`src/rtl/glitch_sweep_ctrl.sv`:
```
// Sweep sequencer for fault injection: steps trigger_delay through a range of
// delay points, forwards one target trigger per attempt and tallies the results.
module glitch_sweep_ctrl #(
  parameter int DELAY_W = 32,
  parameter int CNT_W   = 16
) (
  input  logic               clk,
  input  logic               rst,
  input  logic               start,
  input  logic               abort,
  input  logic [DELAY_W-1:0] delay_start,
  input  logic [DELAY_W-1:0] delay_end,
  input  logic [DELAY_W-1:0] delay_step,
  input  logic [CNT_W-1:0]   repeats,
  input  logic [CNT_W-1:0]   settle_cycles,
  input  logic [DELAY_W-1:0] timeout_cycles,
  input  logic               trig_in,
  input  logic               delayed_trigger,
  output logic               trig_out,
  output logic [DELAY_W-1:0] delay,
  output logic               set_delay,
  output logic               busy,
  output logic               done,
  output logic               err,
  output logic               attempt_done,
  output logic               attempt_fired,
  output logic [DELAY_W-1:0] cur_delay,
  output logic [31:0]        attempts,
  output logic [31:0]        timeouts
);

  localparam logic [DELAY_W-1:0] D_ZERO = DELAY_W'(0);
  localparam logic [DELAY_W-1:0] D_ONE  = DELAY_W'(1);
  localparam logic [CNT_W-1:0]   C_ZERO = CNT_W'(0);
  localparam logic [CNT_W-1:0]   C_ONE  = CNT_W'(1);
  localparam logic [31:0]        SAT32  = 32'hFFFF_FFFF;

  typedef enum logic [2:0] {
    S_IDLE   = 3'd0,
    S_CHECK  = 3'd1,
    S_LOAD   = 3'd2,
    S_ARM    = 3'd3,
    S_FIRE   = 3'd4,
    S_SETTLE = 3'd5,
    S_NEXT   = 3'd6
  } state_e;

  state_e             state_q, state_d;
  logic [DELAY_W-1:0] end_q, end_d, step_q, step_d, timeout_q, timeout_d;
  logic [DELAY_W-1:0] cur_delay_q, cur_delay_d, tmo_cnt_q, tmo_cnt_d, delay_q, delay_d;
  logic [CNT_W-1:0]   repeats_q, repeats_d, settle_q, settle_d;
  logic [CNT_W-1:0]   rep_cnt_q, rep_cnt_d, settle_cnt_q, settle_cnt_d;
  logic [31:0]        attempts_q, attempts_d, timeouts_q, timeouts_d;
  logic               set_delay_q, set_delay_d, busy_q, busy_d, done_q, done_d;
  logic               err_q, err_d, attempt_done_q, attempt_done_d;
  logic               attempt_fired_q, attempt_fired_d;

  logic [CNT_W-1:0]   rep_max_s, settle_max_s;
  logic [CNT_W:0]     rep_next_s, settle_next_s;
  logic [DELAY_W:0]   sum_s;
  logic [DELAY_W-1:0] tmo_next_s;

  // Zero counts mean "once"; the extra sum bit catches wrap past the top of the range.
  assign rep_max_s     = (repeats_q == C_ZERO) ? C_ONE : repeats_q;
  assign settle_max_s  = (settle_q == C_ZERO) ? C_ONE : settle_q;
  assign rep_next_s    = {1'b0, rep_cnt_q} + {C_ZERO, 1'b1};
  assign settle_next_s = {1'b0, settle_cnt_q} + {C_ZERO, 1'b1};
  assign sum_s         = {1'b0, cur_delay_q} + {1'b0, step_q};
  assign tmo_next_s    = tmo_cnt_q + D_ONE;

  // State and datapath registers
  always_ff @(posedge clk or posedge rst) begin
    if (rst) begin
      state_q         <= S_IDLE;
      end_q           <= D_ZERO;
      step_q          <= D_ZERO;
      timeout_q       <= D_ZERO;
      cur_delay_q     <= D_ZERO;
      tmo_cnt_q       <= D_ZERO;
      delay_q         <= D_ZERO;
      repeats_q       <= C_ZERO;
      settle_q        <= C_ZERO;
      rep_cnt_q       <= C_ZERO;
      settle_cnt_q    <= C_ZERO;
      attempts_q      <= 32'd0;
      timeouts_q      <= 32'd0;
      set_delay_q     <= 1'b0;
      busy_q          <= 1'b0;
      done_q          <= 1'b0;
      err_q           <= 1'b0;
      attempt_done_q  <= 1'b0;
      attempt_fired_q <= 1'b0;
    end else begin
      state_q         <= state_d;
      end_q           <= end_d;
      step_q          <= step_d;
      timeout_q       <= timeout_d;
      cur_delay_q     <= cur_delay_d;
      tmo_cnt_q       <= tmo_cnt_d;
      delay_q         <= delay_d;
      repeats_q       <= repeats_d;
      settle_q        <= settle_d;
      rep_cnt_q       <= rep_cnt_d;
      settle_cnt_q    <= settle_cnt_d;
      attempts_q      <= attempts_d;
      timeouts_q      <= timeouts_d;
      set_delay_q     <= set_delay_d;
      busy_q          <= busy_d;
      done_q          <= done_d;
      err_q           <= err_d;
      attempt_done_q  <= attempt_done_d;
      attempt_fired_q <= attempt_fired_d;
    end
  end

  // Next-state and registered-output logic; abort overrides every transition
  always_comb begin
    state_d         = state_q;
    end_d           = end_q;
    step_d          = step_q;
    timeout_d       = timeout_q;
    cur_delay_d     = cur_delay_q;
    tmo_cnt_d       = tmo_cnt_q;
    repeats_d       = repeats_q;
    settle_d        = settle_q;
    rep_cnt_d       = rep_cnt_q;
    settle_cnt_d    = settle_cnt_q;
    attempts_d      = attempts_q;
    timeouts_d      = timeouts_q;
    done_d          = 1'b0;
    err_d           = 1'b0;
    attempt_done_d  = 1'b0;
    attempt_fired_d = attempt_fired_q;

    if (abort) begin
      state_d = S_IDLE;
    end else begin
      case (state_q)
        S_IDLE: begin
          if (start) begin
            end_d       = delay_end;
            step_d      = delay_step;
            timeout_d   = timeout_cycles;
            repeats_d   = repeats;
            settle_d    = settle_cycles;
            cur_delay_d = delay_start;
            rep_cnt_d   = C_ZERO;
            attempts_d  = 32'd0;
            timeouts_d  = 32'd0;
            state_d     = S_CHECK;
          end else begin
            state_d = S_IDLE;
          end
        end
        S_CHECK: begin
          if ((step_q == D_ZERO) || (cur_delay_q > end_q)) begin
            done_d  = 1'b1;
            err_d   = 1'b1;
            state_d = S_IDLE;
          end else begin
            state_d = S_LOAD;
          end
        end
        S_LOAD: begin
          tmo_cnt_d = D_ZERO;
          state_d   = S_ARM;
        end
        S_ARM: begin
          if (delayed_trigger) begin
            state_d = S_FIRE;
          end else if ((timeout_q != D_ZERO) && (tmo_next_s == timeout_q)) begin
            attempt_done_d  = 1'b1;
            attempt_fired_d = 1'b0;
            timeouts_d      = (timeouts_q == SAT32) ? timeouts_q : timeouts_q + 32'd1;
            settle_cnt_d    = C_ZERO;
            state_d         = S_SETTLE;
          end else begin
            tmo_cnt_d = tmo_next_s;
            state_d   = S_ARM;
          end
        end
        S_FIRE: begin
          if (!delayed_trigger) begin
            attempt_done_d  = 1'b1;
            attempt_fired_d = 1'b1;
            settle_cnt_d    = C_ZERO;
            state_d         = S_SETTLE;
          end else begin
            state_d = S_FIRE;
          end
        end
        S_SETTLE: begin
          if (settle_next_s >= {1'b0, settle_max_s}) begin
            state_d = S_NEXT;
          end else begin
            settle_cnt_d = settle_next_s[CNT_W-1:0];
            state_d      = S_SETTLE;
          end
        end
        S_NEXT: begin
          attempts_d = (attempts_q == SAT32) ? attempts_q : attempts_q + 32'd1;
          if (rep_next_s < {1'b0, rep_max_s}) begin
            rep_cnt_d = rep_next_s[CNT_W-1:0];
            state_d   = S_LOAD;
          end else begin
            rep_cnt_d = C_ZERO;
            if (sum_s[DELAY_W] || (sum_s[DELAY_W-1:0] > end_q)) begin
              done_d  = 1'b1;
              state_d = S_IDLE;
            end else begin
              cur_delay_d = sum_s[DELAY_W-1:0];
              state_d     = S_LOAD;
            end
          end
        end
        default: begin
          state_d = S_IDLE;
        end
      endcase
    end

    set_delay_d = (state_d == S_LOAD);
    delay_d     = set_delay_d ? cur_delay_d : delay_q;
    busy_d      = (state_d != S_IDLE);
  end

  // Only the trigger path is combinational, so delay precision is not lost.
  assign trig_out      = trig_in && (state_q == S_ARM) && !abort;
  assign delay         = delay_q;
  assign set_delay     = set_delay_q;
  assign busy          = busy_q;
  assign done          = done_q;
  assign err           = err_q;
  assign attempt_done  = attempt_done_q;
  assign attempt_fired = attempt_fired_q;
  assign cur_delay     = cur_delay_q;
  assign attempts      = attempts_q;
  assign timeouts      = timeouts_q;

endmodule

```
`config.mk`:
```
export PLATFORM = sky130hd
export DESIGN_NAME = glitch_sweep_ctrl
export DESIGN_NICKNAME = d
export VERILOG_FILES = /design/src/rtl/glitch_sweep_ctrl.sv
export SDC_FILE = /design/constraint.sdc
export NUM_CORES = 1
export LEC_CHECK = 0
export ABC_CLOCK_PERIOD_IN_PS = 16000
export CAP_MARGIN = 10
export CORE_MARGIN = 4
export CORE_UTILIZATION = 45
export DETAILED_ROUTE_END_ITERATION = 12
export DONT_BUFFER_PORTS = 1
export GPL_TIMING_DRIVEN = 0
export PLACE_DENSITY = 0.61
export SYNTH_ARGS = -nofsm -noshare
export SYNTH_HDL_FRONTEND = slang
export SYNTH_SLANG_ARGS = --single-unit
```
`constraint.sdc`:
```
create_clock -name clk -period 16 [get_ports clk]
set_clock_uncertainty 0.2 [all_clocks]
set_input_delay 3.2 -clock clk [delete_from_list [all_inputs] [get_ports clk]]
set_output_delay 3.2 -clock clk [all_outputs]
set_load 0.02 [all_outputs]
```
==> impl_table.tex, run 1 <==
\begin{tabular}{lr}
\hline
Metric & Value \\
\hline
\multicolumn{2}{l}{\textbf{Global route}} \\
Remaining global-route overflow & 0 \\
Wire length of the first global-routing pass & 101,000 um \\
Met3 global-route usage & 0.0694 \\
Global routing met1 resource utilization & 0.344 \\
Antenna violations before repair & 4 \\
Routing layer with the top usage in global route & met2 \\
Maximum number of pins on one net before global-route repair & 129 \\
Number of global-route vias before repair & around 17k \\
Routing usage on met2 & 0.439 \\
Overall track demand over capacity in global routing & 0.268 \\
\multicolumn{2}{l}{\textbf{Die}} \\
Die outline area & around 0.048 mm\^{}2 \\
Initial Util & 0.455 \\
Site Rows & 77 \\
Number of ports placed on the die boundary & between 300 and 400 \\
Area inside the core boundary & about 0.044 mm\^{}2 \\
Die boundary width & roughly 220 um \\
Vertical die dimension & between 200 and 250 um \\
\multicolumn{2}{l}{\textbf{Power}} \\
Part of the total power dissipated in sequential elements & 0.332 \\
Cell internal pwr & 2.48 mW \\
Power density normalized to cell area & about 200 mW/mm\^{}2 \\
Reported net switching power & $\sim$2.0 mW \\
Switching part of the total power & 0.448 \\
Leakage & a little over 10 nW \\
Combinational power share & 0.464 \\
Peak supply drop & approximately 110 uV \\
Power, Total & between 4 and 5 mW \\
Clock network fraction of total power & 0.203 \\
\multicolumn{2}{l}{\textbf{STA}} \\
Slew of the pin with the lowest slew margin & around 1.2 ns \\
Setup WS post-layout & about 8 ns \\
Hold violation total from the final report & 0 \\
Share of the clock period used by the worst path after layout & 0.498 \\
TNS Setup & 0 ns \\
Count of final setup violators & 0 \\
Final critical delay including setup and external delays & about 8.0 ns \\
Final Max Tran Viols & 0 \\
Worst slew margin relative to its limit & 0.192 \\
Setup repair after global routing missed its margin & false \\
Highest clock rate & around 130 MHz \\
\multicolumn{2}{l}{\textbf{Drt}} \\
Average wire per cell in the routed design & 22.6 um \\
First-pass iteration count of the detailed router & 5 \\
Post-detailed-route DRC marker count & 0 \\
Routed Wire Length & roughly 66,000 um \\
Starting DRT DRC Count & between 1k and 1.5k \\
Count of nets left with antenna violations after detail routing & 0 \\
Ratio of routed vias to standard cells & 6.02 \\
Total via count after detailed routing & 17.7k \\
\multicolumn{2}{l}{\textbf{Synth}} \\
Post-Synthesis Mean Instance Area & roughly 8.8 um\^{}2 \\
Syn Std Cell Area & between 0.02 and 0.025 mm\^{}2 \\
Dominant cell type by area after synthesis & dfrtp\_1 \\
Number of nets in the synthesized netlist & 2,577 \\
Fraction of synthesized cell area in xor and xnor cells & 0.0506 \\
Number of distinct library cells after synthesis & 79 \\
Number of enable-type register cells in the synthesized netlist & 0 \\
Post-Synthesis Cells & between 2k and 2.5k \\
Post-synthesis adder-cell area fraction & 0.0832 \\
Post-synthesis mux area share & 0.0214 \\
Sequential-to-total area share from yosys stat & 0.410 \\
Fraction of the mapped netlist area in compound gates & 0.177 \\
Synthesis warning total & 0 \\
Fraction of synthesis flops using an asynchronous set or reset pin & 1.00 \\
Synth Register Bits & approximately 330 \\
Most used DFF post-synth & dfrtp\_1 \\
Main combinational cell family by area after synthesis & simple AND/OR/NAND/NOR gates \\
Area share of and/or/nand/nor cells after synthesis & 0.218 \\
Proportion of netlist area held by the largest area contributor & 0.410 \\
Cells taking the most area after synthesis & dfrtp\_1, ha\_1, nand2\_1, o21ai\_0, xor2\_1 \\
\multicolumn{2}{l}{\textbf{Clock network}} \\
Longest Clk Path Bufs & 3 \\
Clock buffer count from CTS & 38 \\
Insertion delay of the later-clocked pin in the worst-skew pair & approximately 0.56 ns \\
CTS HTree Levels & 2 \\
Buffers inserted by post-CTS timing repair & 0 \\
Library cell used as clock root buffer & clkbuf\_16 \\
CTS Hold Buffers Added & 0 \\
CTS sink count & about 330 \\
TritonCTS clock tree & built \\
Number of gates resized after cts & 0 \\
Clock-pin slew reported for the worst setup and hold paths after clock tree synthesis & $\sim$0.06 ns \\
\multicolumn{2}{l}{\textbf{Job}} \\
Reported max-cap violation count & 0 \\
\multicolumn{2}{l}{\textbf{Outcome}} \\
Result of the run & finished clean \\
\multicolumn{2}{l}{\textbf{Worst setup path}} \\
Endpoint arrival time on the critical path & slightly above 8 ns \\
Sort of element at the end of the critical path & register \\
Kind of critical path & reg -> reg \\
WP data required & 16.28 ns \\
Worst-path fanout max & 10 \\
Launching element type of the critical path & register \\
\multicolumn{2}{l}{\textbf{Cells and area}} \\
Post-Route Utilization & 0.503 \\
Number of fillers in the final layout & approximately 4.3k \\
Leading cell type in the layout, fill and taps excluded & nand2\_1 \\
Multi-input combinational cell area & 0.0110 mm\^{}2 \\
Share of post-route cells with drive strength above 1 & 0.0524 \\
Layout Nets & around 2.6k \\
Commonest cells after routing, fill and taps aside & nand2\_1, dfrtp\_1, o21ai\_0, ha\_1, nor2\_1 \\
Sequential cell area & 0.00823 mm\^{}2 \\
Layout area overhead & 10.5\% \\
Final Cell Area & 0.0222 mm\^{}2 \\
\multicolumn{2}{l}{\textbf{Placement}} \\
RD Place Congestion & slightly above 0.9 \\
Standard cell area after detailed placement & between 0.02 and 0.025 mm\^{}2 \\
HPWL after detailed placement & $\sim$50,000 um \\
Post-placement worst setup slack & 7.88 ns \\
Number of port buffers & 0 \\
\multicolumn{2}{l}{\textbf{Hold path}} \\
Worst min-delay path class & reg -> reg \\
\hline
\end{tabular}
[per-stage QoR]
| stage | std cells | hold slack [ns] |
|---|---|---|
| 6_report | 2943 | 0.284 |
| 5_1_grt | 2941 | 0.321 |
| 4_1_cts | 2941 | 0.285 |
| 3_5_place_dp | 2872 | 0.266 |
| 3_3_place_gp | 2870 | 0.263 |
| 2_1_floorplan | 2278 | 0.247 |
[registers in the layout, summed over array words and instances (netlist names), 32 cells and up]
name / cells
delay: 32
timeout_q: 32
end_q: 32
step_q: 32
cur_delay: 32
attempts: 32
timeouts: 32
tmo_cnt_q: 32
[power groups by stage]
stage | Sequential (mW) | Combinational, mW | Clock, mW
floorplan | 1.38 | 1.55 | 0
global placement | 1.49 | 1.98 | 0
detailed placement | 1.50 | 2.05 | 0
CTS | 1.49 | 2.07 | 0.931
global route | 1.52 | 2.34 | 0.964
finish | 1.49 | 2.08 | 0.912
[path summary, 6_finish.rpt]
check	start	to	cells after the start	slack (ns)
worst max-delay path	cur_delay[6]	delay[28]	20	8.03
worst min-delay path	settle_q[0]	settle_q[0]	2	0.28
worst max register to register	cur_delay[6]	delay[28]	20	8.03
worst min register to register	settle_q[0]	settle_q[0]	2	0.28
max in group asynchronous	rst	attempts[10]	2	12.17
min in group asynchronous	rst	repeats_q[2]	1	2.35
[cell usage after synthesis, types with 7 or more instances]
| library cell | n |
|---|---|
| a21o_1 | 40 |
| nand2_1 | 403 |
| nand4_1 | 54 |
| a21oi_1 | 101 |
| nor2b_1 | 9 |
| mux2_1 | 16 |
| mux2_2 | 15 |
| nor4_1 | 39 |
| or2_2 | 9 |
| buf_2 | 13 |
| nor3_1 | 25 |
| nor2_1 | 116 |
| nand2b_1 | 17 |
| o21ai_1 | 16 |
| mux2i_1 | 8 |
| and4_1 | 18 |
| clkbuf_1 | 97 |
| and2_1 | 22 |
| o21bai_1 | 10 |
| dfrtp_1 | 329 |
| or4_1 | 23 |
| xor2_1 | 61 |
| o31ai_1 | 43 |
| o211ai_1 | 18 |
| or3_1 | 18 |
| a211oi_1 | 12 |
| a211o_1 | 7 |
| a31oi_1 | 15 |
| a22o_1 | 26 |
| xnor2_1 | 55 |
| o21ai_0 | 173 |
| ha_1 | 132 |
| o41ai_1 | 10 |
| nand3_1 | 83 |
| and3_1 | 37 |
| inv_1 | 92 |
| a221o_1 | 7 |
| a22oi_1 | 9 |
[cell type report]
| class | count | share of cell area |
|---|---|---|
| Multi-Input combinational cell | 1740 | 0.497 |
| Sequential cell | 329 | 0.371 |
| Clock buffer | 57 | 0.0516 |
| Tap cell | 592 | 0.0334 |
| Buffer | 117 | 0.0213 |
| Inverter | 92 | 0.0159 |
| Clock inverter | 12 | 0.00688 |
| Timing Repair Buffer | 2 | 0.00248 |
| Antenna cell | 2 | 0.000226 |
[layer usage]
layer	up-vias	share of wire
met5	-	0.00071
met4	6	0.036
met3	121	0.079
met2	608	0.47
met1	8679	0.41
li1	8291	-
[kinds of logic after synthesis]
logic type,after synthesis
buffers and inverters,209
AND/OR/NAND/NOR,903
flip-flops,329
adder cells (fa/ha/maj),133
XOR/XNOR,116
multiplexers,39
AO/OA/AOI/OAI,549
[worst max-delay path, stage by stage, from the launching register on]
cell	delay, ns
dfrtp_1	0.54
ha_1	0.44
a2111oi_0	0.42
o21ai_0	0.25
a21oi_1	0.60
a211oi_1	0.25
nor2_1	0.32
a2111oi_0	0.21
a211oi_1	0.29
inv_1	0.13
ha_1	0.32
nand4_1	0.20
a211oi_1	0.12
a2111oi_0	0.58
a31oi_1	0.18
nor4_1	0.92
and3_1	0.30
clkbuf_1	0.41
clkbuf_1	0.60
a22oi_1	0.36
mux2i_1	0.23
No activity file was read; power rests on OpenSTA's default activity.
==> inputs of run 2 (changes only) <==
ABC_CLOCK_PERIOD_IN_PS = 6600   (was 16000)
PLACE_DENSITY = 0.63   (was 0.61)
clock period = 6.6 ns   (was 16 ns; I/O delays follow)
==> impl_table.tex, run 2 (synthesized netlist as in run 1, its figures left out) <==
\begin{tabular}{lr}
\hline
Metric & Value \\
\hline
\multicolumn{2}{l}{\textbf{Clock network}} \\
CTS Hold Buffers Added & 0 (unchanged) \\
Insertion delay of the later-clocked pin in the worst-skew pair & 0.56 ns (about the same) \\
CTS HTree Levels & 2 (unchanged) \\
Clock buffer count from CTS & 39 (+2.6\%) \\
Clock-pin slew reported for the worst setup and hold paths after clock tree synthesis & 0.06 ns (about the same) \\
CTS sink count & 329 (unchanged) \\
Library cell used as clock root buffer & clkbuf\_16 \\
TritonCTS clock tree & built \\
Longest Clk Path Bufs & 3 (unchanged) \\
\multicolumn{2}{l}{\textbf{Worst setup path}} \\
WP data required & 6.83 ns (-9.45 ns) \\
Family of cells with the greatest summed delay on the critical path & compound AO/OA/AOI/OAI gates \\
Sort of element at the end of the critical path & register \\
Endpoint arrival time on the critical path & 6.58 ns (-1.67 ns) \\
Sum of buffers and inverters on the critical path & 3 (unchanged) \\
Launching element type of the critical path & register \\
Worst-path fanout max & 10 (unchanged) \\
Crit path max-delay cell type & a211oi\_1 \\
Critical Path, Cell by Cell & ha\_1, fa\_1, a211o\_1, a211oi\_2, nor3\_1, o211a\_1, o211ai\_1, or3b\_2, xor2\_1, ha\_1, nand4\_1, a211oi\_1, a2111oi\_2, a31oi\_1, nor4\_4, buf\_4, a311oi\_1, a21boi\_2, buf\_4, clkbuf\_4, mux2\_1 \\
Kind of critical path & reg -> reg \\
Worst stage delay on the critical path & 0.55 ns (-0.37 ns) \\
\multicolumn{2}{l}{\textbf{STA}} \\
Worst slew margin relative to its limit & 0.203 (+0.0118) \\
Final critical delay including setup and external delays & 6.35 ns (-1.62 ns) \\
Highest clock rate & 157 MHz (+25\%) \\
Hold violation total from the final report & 0 (unchanged) \\
Worst hold margin & 0.275 ns (-0.00903 ns) \\
Share of the clock period used by the worst path after layout & 0.963 (+0.465) \\
Slew of the pin with the lowest slew margin & 1.19 ns (-0.0177 ns) \\
Setup repair after global routing missed its margin & false \\
Final Max Tran Viols & 0 (unchanged) \\
Count of final setup violators & 0 (unchanged) \\
\multicolumn{2}{l}{\textbf{Global route}} \\
Number of global-route vias before repair & 17.3k (+0.48\%) \\
Maximum number of pins on one net before global-route repair & 44 (-66\%) \\
Antenna violations before repair & 10 (+6) \\
Overall track demand over capacity in global routing & 0.267 (-0.00118) \\
Remaining global-route overflow & 0 (unchanged) \\
Wire length of the first global-routing pass & 100,000 um (-0.19\%) \\
\multicolumn{2}{l}{\textbf{Power}} \\
Power density normalized to cell area & 489 mW/mm\^{}2 (+140\%) \\
Clock network fraction of total power & 0.197 (-0.006) \\
Leakage & 10.2 nW (+1.1\%) \\
Switching part of the total power & 0.447 (-0.00139) \\
Peak supply drop & 293 uV (+160\%) \\
Part of the total power dissipated in sequential elements & 0.329 (-0.003) \\
Reported net switching power & 4.89 mW (+140\%) \\
Combinational power share & 0.474 (+0.010) \\
Cell internal pwr & 6.06 mW (+140\%) \\
\multicolumn{2}{l}{\textbf{Drt}} \\
Total via count after detailed routing & 17.8k (+0.78\%) \\
Routed Wire Length & 66,200 um (-0.32\%) \\
Ratio of routed vias to standard cells & 6.03 (+0.27\%) \\
Starting DRT DRC Count & 1,337 (+10\%) \\
First-pass iteration count of the detailed router & 6 (+1) \\
Average wire per cell in the routed design & 22.4 um (-0.82\%) \\
Post-detailed-route DRC marker count & 0 (unchanged) \\
Count of nets left with antenna violations after detail routing & 0 (unchanged) \\
\multicolumn{2}{l}{\textbf{Cells and area}} \\
Layout Nets & 2,632 (+0.50\%) \\
Layout area overhead & 11.6\% \\
Leading cell type in the layout, fill and taps excluded & nand2\_1 \\
Final Cell Area & 0.0224 mm\^{}2 (+1.0\%) \\
Commonest cells after routing, fill and taps aside & nand2\_1, dfrtp\_1, o21ai\_0, ha\_1, nor2\_1 \\
Post-Route Utilization & 0.508 (+0.00510) \\
Share of post-route cells with drive strength above 1 & 0.0644 (+0.0120) \\
\multicolumn{2}{l}{\textbf{Die}} \\
Area inside the core boundary & 0.0441 mm\^{}2 (unchanged) \\
Initial Util & 0.455 (unchanged) \\
Vertical die dimension & 219 um (unchanged) \\
Site Rows & 77 (unchanged) \\
Die outline area & 0.0481 mm\^{}2 (unchanged) \\
Number of ports placed on the die boundary & 301 (unchanged) \\
Die boundary width & 219 um (unchanged) \\
\multicolumn{2}{l}{\textbf{Placement}} \\
RD Place Congestion & 0.978 (+5.5\%) \\
HPWL after detailed placement & 50,600 um (+0.90\%) \\
Standard cell area after detailed placement & 0.0210 mm\^{}2 (+0.61\%) \\
Number of port buffers & 0 (unchanged) \\
\multicolumn{2}{l}{\textbf{Hold path}} \\
Worst min-delay path class & reg -> reg \\
\multicolumn{2}{l}{\textbf{Job}} \\
Reported max-cap violation count & 0 (unchanged) \\
\multicolumn{2}{l}{\textbf{Outcome}} \\
Result of the run & finished clean \\
\hline
\end{tabular}
[run 2: worst paths after layout]
path / from / endpoint / slack (ns) / depth (start not counted)
worst max-delay path: cur_delay[0] / delay[4] / 0.25 / 21
worst min-delay path: settle_q[0] / settle_q[0] / 0.28 / 2
worst max register to register: cur_delay[0] / delay[4] / 0.25 / 21
worst min register to register: settle_q[0] / settle_q[0] / 0.28 / 2
max in group asynchronous: rst / attempts[20] / 4.14 / 5
min in group asynchronous: rst / cur_delay[7] / 0.58 / 1
[run 2: cell type report]
class	instances	area (um^2)
clock inverter	13	124
fill	4251	21700
clock buffer	56	1150
timing repair buffer	15	233
antenna	5	12.5
sequential	329	8230
multi-input combinational	1740	11100
inverter	92	349
tap	592	741
buffer	116	487
[run 2: what timing repair did]
item | CTS | global route
buffers inserted | 4 | 2
resized for setup | 15 | 12
setup endpoints to repair | 65 | 39
cloned | 0 | 0
pin swaps | 2 | 4
endpoints found under the hold margin | 0 | 0
[run 2: tightest hold or removal path, stage by stage (launching register included)]
cell and delay, ns:
dfrtp_1 0.34, nand2_1 0.05, nand2_1 0.05
[run 2: through the flow]
step	TNS (ns)	setup slack, ns	cells	power, mW
floorplan	0	0.687	2278	7.10
global placement	-438.46	-1.23	2870	8.43
detailed placement	-54.03	-1.03	2879	8.61
CTS	0	0.0307	2951	10.9
global route	0	0.0171	2955	11.8
finish	0	0.245	2958	11.0
[run 2: routing by layer]
layer | global-route usage | wire, um | vias up | part of all wire
met2 | 0.446 | 31400 | 650 | 0.47
li1 | - | - | 8325 | -
met1 | 0.335 | 26700 | 8718 | 0.40
met4 | 0.0929 | 2330 | 10 | 0.035
met5 | 0 | 76 | - | 0.0011
met3 | 0.0724 | 5660 | 140 | 0.085
[run 2: power groups by stage]
stage | Sequential, mW | Clock (mW) | Combinational [mW]
finish | 3.61 | 2.15 | 5.19
global route | 3.68 | 2.29 | 5.82
CTS | 3.60 | 2.20 | 5.11
detailed placement | 3.63 | 0 | 4.98
global placement | 3.61 | 0 | 4.81
floorplan | 3.34 | 0 | 3.76
